--- config.mk ---
export PLATFORM = sky130hd
export DESIGN_NAME = mips_main_control
export DESIGN_NICKNAME = d
export VERILOG_FILES = /design/src/rtl/mips_ctrl_pkg.sv /design/src/rtl/mips_ctrl_outdec.sv /design/src/rtl/mips_main_control.sv
export SDC_FILE = /design/constraint.sdc
export NUM_CORES = 1
export LEC_CHECK = 0
export CAP_MARGIN = 0
export CORE_MARGIN = 2
export CORE_UTILIZATION = 30
export CTS_CLUSTER_SIZE = 10
export DETAILED_ROUTE_END_ITERATION = 7
export GPL_ROUTABILITY_DRIVEN = 0
export PLACE_DENSITY = 0.67
export SYNTH_ARGS = -nofsm -noshare
export SYNTH_HDL_FRONTEND = slang
export SYNTH_HIERARCHICAL = 1
export SYNTH_SLANG_ARGS = --single-unit
export TNS_END_PERCENT = 50
--- constraint.sdc ---
create_clock -name clk -period 3.2 [get_ports clk]
set_input_delay 0.32 -clock clk [delete_from_list [all_inputs] [get_ports clk]]
set_output_delay 0.32 -clock clk [all_outputs]
set_load 0.005 [all_outputs]
--- src/rtl/mips_ctrl_pkg.sv ---
// Shared definitions for the MIPS multi-cycle control: state enum, opcode/funct/ALUop constants
// and the packed control word. The JR state exists only when MIPS_JR_EN is defined.
package mips_ctrl_pkg;

  localparam logic [5:0] OP_RTYPE = 6'd0;
  localparam logic [5:0] OP_LW    = 6'd35;
  localparam logic [5:0] OP_SW    = 6'd43;
  localparam logic [5:0] OP_BEQ   = 6'd4;
  localparam logic [5:0] OP_J     = 6'd2;
  localparam logic [5:0] OP_ADDI  = 6'd8;

  localparam logic [5:0] FUNCT_JR = 6'd8;

  localparam logic [1:0] ALUOP_ADD  = 2'd0;
  localparam logic [1:0] ALUOP_SUB  = 2'd1;
  localparam logic [1:0] ALUOP_RFMT = 2'd2;

  localparam logic [1:0] SRCB_B       = 2'd0;
  localparam logic [1:0] SRCB_FOUR    = 2'd1;
  localparam logic [1:0] SRCB_IMM     = 2'd2;
  localparam logic [1:0] SRCB_IMM_SH2 = 2'd3;

  localparam logic [1:0] PCSRC_ALU    = 2'd0;
  localparam logic [1:0] PCSRC_ALUOUT = 2'd1;
  localparam logic [1:0] PCSRC_JUMP   = 2'd2;
  localparam logic [1:0] PCSRC_RS     = 2'd3;

  typedef enum logic [3:0] {
    S_FETCH     = 4'd0,
    S_DECODE    = 4'd1,
    S_MEM_ADDR  = 4'd2,
    S_MEM_READ  = 4'd3,
    S_MEM_WRITE = 4'd4,
    S_MEM_WB    = 4'd5,
    S_EXECUTE   = 4'd6,
    S_R_WB      = 4'd7,
    S_BRANCH    = 4'd8,
    S_JUMP      = 4'd9,
    S_ADDI_EX   = 4'd10,
    S_ADDI_WB   = 4'd11
`ifdef MIPS_JR_EN
    , S_JR      = 4'd12
`endif
  } state_e;

  typedef struct packed {
    logic       pc_write;
    logic       pc_write_cond;
    logic       iord;
    logic       mem_read;
    logic       mem_write;
    logic       memto_reg;
    logic       ir_write;
    logic       reg_write;
    logic       reg_dst;
    logic       alu_src_a;
    logic [1:0] alu_src_b;
    logic [1:0] pc_source;
    logic [1:0] alu_op;
    logic       instr_done;
    logic       illegal_op;
  } ctrl_t;

  localparam int CTRL_W = $bits(ctrl_t);

  function automatic logic op_legal(input logic [5:0] op);
    case (op)
      OP_RTYPE, OP_LW, OP_SW, OP_BEQ, OP_J, OP_ADDI: op_legal = 1'b1;
      default:                                       op_legal = 1'b0;
    endcase
  endfunction

endpackage

--- src/rtl/mips_ctrl_outdec.sv ---
// Combinational state-to-control-word decode for the MIPS main control FSM.
// Only the FETCH strobes and the MEM_WRITE completion look at mem_ready.
module mips_ctrl_outdec
  import mips_ctrl_pkg::*;
(
  input  logic [3:0]        state_i,
  input  logic              mem_ready_i,
  input  logic              op_legal_i,
  output logic [CTRL_W-1:0] ctrl_o
);

  state_e st;
  ctrl_t  c;

  assign st = state_e'(state_i);

  always_comb begin
    c = '0;
    case (st)
      S_FETCH: begin
        c.mem_read  = 1'b1;
        c.alu_src_b = SRCB_FOUR;
        c.alu_op    = ALUOP_ADD;
        c.ir_write  = mem_ready_i;
        c.pc_write  = mem_ready_i;
      end
      S_DECODE: begin
        c.alu_src_b  = SRCB_IMM_SH2;
        c.alu_op     = ALUOP_ADD;
        c.illegal_op = ~op_legal_i;
      end
      S_MEM_ADDR, S_ADDI_EX: begin
        c.alu_src_a = 1'b1;
        c.alu_src_b = SRCB_IMM;
        c.alu_op    = ALUOP_ADD;
      end
      S_MEM_READ: begin
        c.mem_read = 1'b1;
        c.iord     = 1'b1;
      end
      S_MEM_WRITE: begin
        c.mem_write  = 1'b1;
        c.iord       = 1'b1;
        c.instr_done = mem_ready_i;
      end
      S_MEM_WB: begin
        c.reg_write  = 1'b1;
        c.memto_reg  = 1'b1;
        c.instr_done = 1'b1;
      end
      S_EXECUTE: begin
        c.alu_src_a = 1'b1;
        c.alu_src_b = SRCB_B;
        c.alu_op    = ALUOP_RFMT;
      end
      S_R_WB: begin
        c.reg_write  = 1'b1;
        c.reg_dst    = 1'b1;
        c.instr_done = 1'b1;
      end
      S_BRANCH: begin
        c.alu_src_a     = 1'b1;
        c.alu_src_b     = SRCB_B;
        c.alu_op        = ALUOP_SUB;
        c.pc_write_cond = 1'b1;
        c.pc_source     = PCSRC_ALUOUT;
        c.instr_done    = 1'b1;
      end
      S_JUMP: begin
        c.pc_write   = 1'b1;
        c.pc_source  = PCSRC_JUMP;
        c.instr_done = 1'b1;
      end
      S_ADDI_WB: begin
        c.reg_write  = 1'b1;
        c.instr_done = 1'b1;
      end
`ifdef MIPS_JR_EN
      S_JR: begin
        c.pc_write   = 1'b1;
        c.pc_source  = PCSRC_RS;
        c.instr_done = 1'b1;
      end
`endif
      default: c = '0;
    endcase
  end

  assign ctrl_o = c;

endmodule

--- src/rtl/mips_main_control.sv ---
// Multi-cycle MIPS main control: state register, next-state logic and reset gating of outputs.
// Optional feature: define MIPS_JR_EN to add the jr (R-type, funct 8) path.
module mips_main_control
  import mips_ctrl_pkg::*;
#(
  parameter int OPW = 6,
  parameter int FW  = 6
) (
  input  logic           clk,
  input  logic           reset,
  input  logic [OPW-1:0] op,
  input  logic [FW-1:0]  funct,
  input  logic           zero,
  input  logic           mem_ready,
  output logic           PCWrite,
  output logic           PCWriteCond,
  output logic           IorD,
  output logic           MemRead,
  output logic           MemWrite,
  output logic           MemtoReg,
  output logic           IRWrite,
  output logic           RegWrite,
  output logic           RegDst,
  output logic           ALUSrcA,
  output logic [1:0]     ALUSrcB,
  output logic [1:0]     PCSource,
  output logic [1:0]     ALUop,
  output logic           instr_done,
  output logic           illegal_op
);

  state_e            state_q, state_d;
  logic [CTRL_W-1:0] dec_ctrl;
  ctrl_t             ctrl;
  logic              unused_inputs;

  // zero is consumed by the datapath's PCWriteCond gate, not here.
  assign unused_inputs = ^{zero
`ifndef MIPS_JR_EN
                           , funct
`endif
                          };

  always_ff @(posedge clk) begin
    if (reset) state_q <= S_FETCH;
    else       state_q <= state_d;
  end

  always_comb begin
    state_d = S_FETCH;
    case (state_q)
      S_FETCH:  state_d = mem_ready ? S_DECODE : S_FETCH;
      S_DECODE: begin
        case (op)
`ifdef MIPS_JR_EN
          // jr resolves in DECODE so the instruction completes in three cycles.
          OP_RTYPE: state_d = (funct == FUNCT_JR) ? S_JR : S_EXECUTE;
`else
          OP_RTYPE: state_d = S_EXECUTE;
`endif
          OP_LW, OP_SW: state_d = S_MEM_ADDR;
          OP_BEQ:       state_d = S_BRANCH;
          OP_J:         state_d = S_JUMP;
          OP_ADDI:      state_d = S_ADDI_EX;
          default:      state_d = S_FETCH;
        endcase
      end
      S_MEM_ADDR: begin
        if (op == OP_LW)      state_d = S_MEM_READ;
        else if (op == OP_SW) state_d = S_MEM_WRITE;
        else                  state_d = S_FETCH;
      end
      S_MEM_READ:  state_d = mem_ready ? S_MEM_WB : S_MEM_READ;
      S_MEM_WRITE: state_d = mem_ready ? S_FETCH : S_MEM_WRITE;
      S_EXECUTE:   state_d = S_R_WB;
      S_ADDI_EX:   state_d = S_ADDI_WB;
      default:     state_d = S_FETCH;
    endcase
  end

  mips_ctrl_outdec u_outdec (
    .state_i     (state_q),
    .mem_ready_i (mem_ready),
    .op_legal_i  (op_legal(op)),
    .ctrl_o      (dec_ctrl)
  );

  assign ctrl = reset ? '0 : ctrl_t'(dec_ctrl);

  assign PCWrite     = ctrl.pc_write;
  assign PCWriteCond = ctrl.pc_write_cond;
  assign IorD        = ctrl.iord;
  assign MemRead     = ctrl.mem_read;
  assign MemWrite    = ctrl.mem_write;
  assign MemtoReg    = ctrl.memto_reg;
  assign IRWrite     = ctrl.ir_write;
  assign RegWrite    = ctrl.reg_write;
  assign RegDst      = ctrl.reg_dst;
  assign ALUSrcA     = ctrl.alu_src_a;
  assign ALUSrcB     = ctrl.alu_src_b;
  assign PCSource    = ctrl.pc_source;
  assign ALUop       = ctrl.alu_op;
  assign instr_done  = ctrl.instr_done;
  assign illegal_op  = ctrl.illegal_op;

endmodule

==> flow_summary.yaml <==
outcome:
  status: "complete, no violations"
grt:
  grt_overflow: 0
  antenna_found_initial: 0
  grt_pass1_vias: 717
  grtUsageTotal_pct: 11.6
  grt_pass1_wl_mm: 3.10
  grt_start_max_net_pins: 23
floorplanning:
  rows: 18
  chipWidth_microns: 55.9
  start_util_pct: 32.0
  io_pins: 34
  die_area_sq_um: 3120
  core_sq_um: 2520
  die_y_microns: 55.9
cells_and_area:
  n_fill_cell: 274
  area_growth_syn_to_layout_pct: 28.5
  top_regs: "state_q (4)"
  final_cell_mix: "clkdlybuf4s50_1 (26), nor2b_1 (21), nor2_1 (8)"
  nets: 146
  fin_util_pct: 41.1
  diodes: 0
  drive_above_1_share_pct: 14.1
  layout.cells.non_filler: 158
  largest_reg_flops: 4
  layout_commonest_cell: "clkdlybuf4s50_1"
  final_area_sq_um: 1040
  largest_register: "state_q"
placed_design:
  post-dp-hpwl_mm: 1.37
  dp.cells: 155
  placed_cell_area_sq_um: 1010
  port_buffers: 26
synthesis:
  ys.flop_type: "dfxtp_1"
  syn-num-nets: 125
  syn_area_sq_um: 807
  syn_avg_cell_area_sq_um: 7.40
  synth_cell_types: 41
  synth_edf_count: 0
  ys_ff_latch: 4
  synth_cells: 109
  synth_warnings: 6
  async_flop_share_pct: 0
  seq_area_frac_synth_pct: 9.92
timing:
  finalHoldViolCount: 0
  period_share_pct: 79.4
  layout_min_cycle_time_ns: 2.54
  hold_ws_ns: 0.745
  drv_slew: 0
  setup_viol: 0
  final.setup.tns_ns: 0
  skew_ns: 0.00462
  tightest_slew_ns: 0.779
  max_freq_mhz: 394
  rsz0062_at_grt: "no"
  slew_headroom_pct: 48.0
flow_run:
  cap_violations: 0
routing:
  dr.pass1.iters: 4
  viasPerCell: 5.31
  topRoutingLayerUsed: "met4"
  vias: 839
  wl_met2_microns: 791
  drt-initial-drc-count: 14
  postRouteAntennaNets: 0
  wl_met3_microns: 115
  wl_per_cell_microns: 11.5
  wl_mm: 1.81
  drc: 0
  wl_met1_microns: 884
min_path:
  hold_class: "flop to flop"
clocking:
  ctsHoldBuffers: 0
  cts_setup_buffers: 0
  root_buffer: "clkbuf_4"
  clk_pin_slew_worst_paths_ns: 0.04
  cts.path.max_buffers: 2
  htree_levels: 1
  postCtsResizedCells: 0
  cts_made_buffers: 3
  tritoncts: "yes"
  clk_latency_ns: 0.23
  clock_sinks: 4
critical_path:
  endpoint_kind: "output port"
  cp.required_ns: 2.88
  critPathKind: "input pin to output port"
  cp-start-kind: "input pin"
  worst-r2r-setup-slack_ns: 1.60
  cp_max_fo: 7
  cp.arrival_ns: 2.22
power:
  leakagePower_nw: 0.342
  p_per_area_nw_per_um2: 178
  ir_worst_vdd_v: 0.000120
==> per-stage QoR <==
step / total power [mW] / setup slack (ns)
after floorplan: 0.0987 / 1.66
after global placement: 0.122 / 0.678
after detailed placement: 0.124 / 0.661
after CTS: 0.189 / 0.653
after global routing: 0.201 / 0.526
final: 0.185 / 0.661
==> layer usage <==
metal  track usage, %  up-vias
li1                 -      422
met4             4.42        0
met1             16.0      381
met3             2.56        4
met5                0        -
met2             17.7       32
==> cell type report <==
class,instances,area (sq um),area share [%]
Inverter,1,3.75,0.362
Sequential cell,4,80.1,7.72
Clock buffer,3,22.5,2.17
Tap cell,30,37.5,3.62
Multi-Input combinational cell,93,626,60.3
Timing Repair Buffer,27,268,25.8
==> worst max-delay path, cell delays in order <==
cell and delay (ns):
clkdlybuf4s50_1 0.52, maj3_1 0.39, o22a_2 0.18, nor2_1 0.12
nor4_2 0.06, nor2b_1 0.16, clkdlybuf4s50_1 0.47
==> path summary, 6_finish.rpt <==
path,from,endpoint,cells past startpoint
max,op[2],illegal_op,7
min,state_q[0]$_SDFF_PP0_,state_q[1]$_SDFF_PP0_,3
max reg2reg,state_q[0]$_SDFF_PP0_,state_q[1]$_SDFF_PP0_,5
min reg2reg,state_q[0]$_SDFF_PP0_,state_q[1]$_SDFF_PP0_,3
==> report_power, final <==
part / internal, mW / total, mW / switching, mW / leakage, nW
Sequential: 0.0515 / 0.0558 / 0.00437 / 0.0325
Clock: 0.0419 / 0.0617 / 0.0198 / 0.0138
Combinational: 0.0368 / 0.0673 / 0.0305 / 0.296
==> logic make-up (layout without fill, tap and decap cells) <==
group           count (synthesis)  after routing  share of synthesized area [%]
compound gates                 23             23                           21.7
xor+xnor                        1              1                           1.09
fa+ha+maj                       1              1                           1.24
buf+inv                        12             31                           12.6
flops                           4              4                           9.92
simple gates                   68             68                           53.5
==> synthesized netlist by cell type, types with 3 or more instances <==
library cell	instances	area share, %
nand2_1	7	3.3
nand2b_1	6	4.7
buf_6	6	8.4
nor2_1	8	3.7
dfxtp_1	4	9.9
a21oi_2	3	3.3
and3_1	3	2.3
a21oi_1	6	3.7
nor2b_1	21	16
buf_4	3	2.8
o21ai_0	3	1.9
No activity file was read; power rests on OpenSTA's default activity.
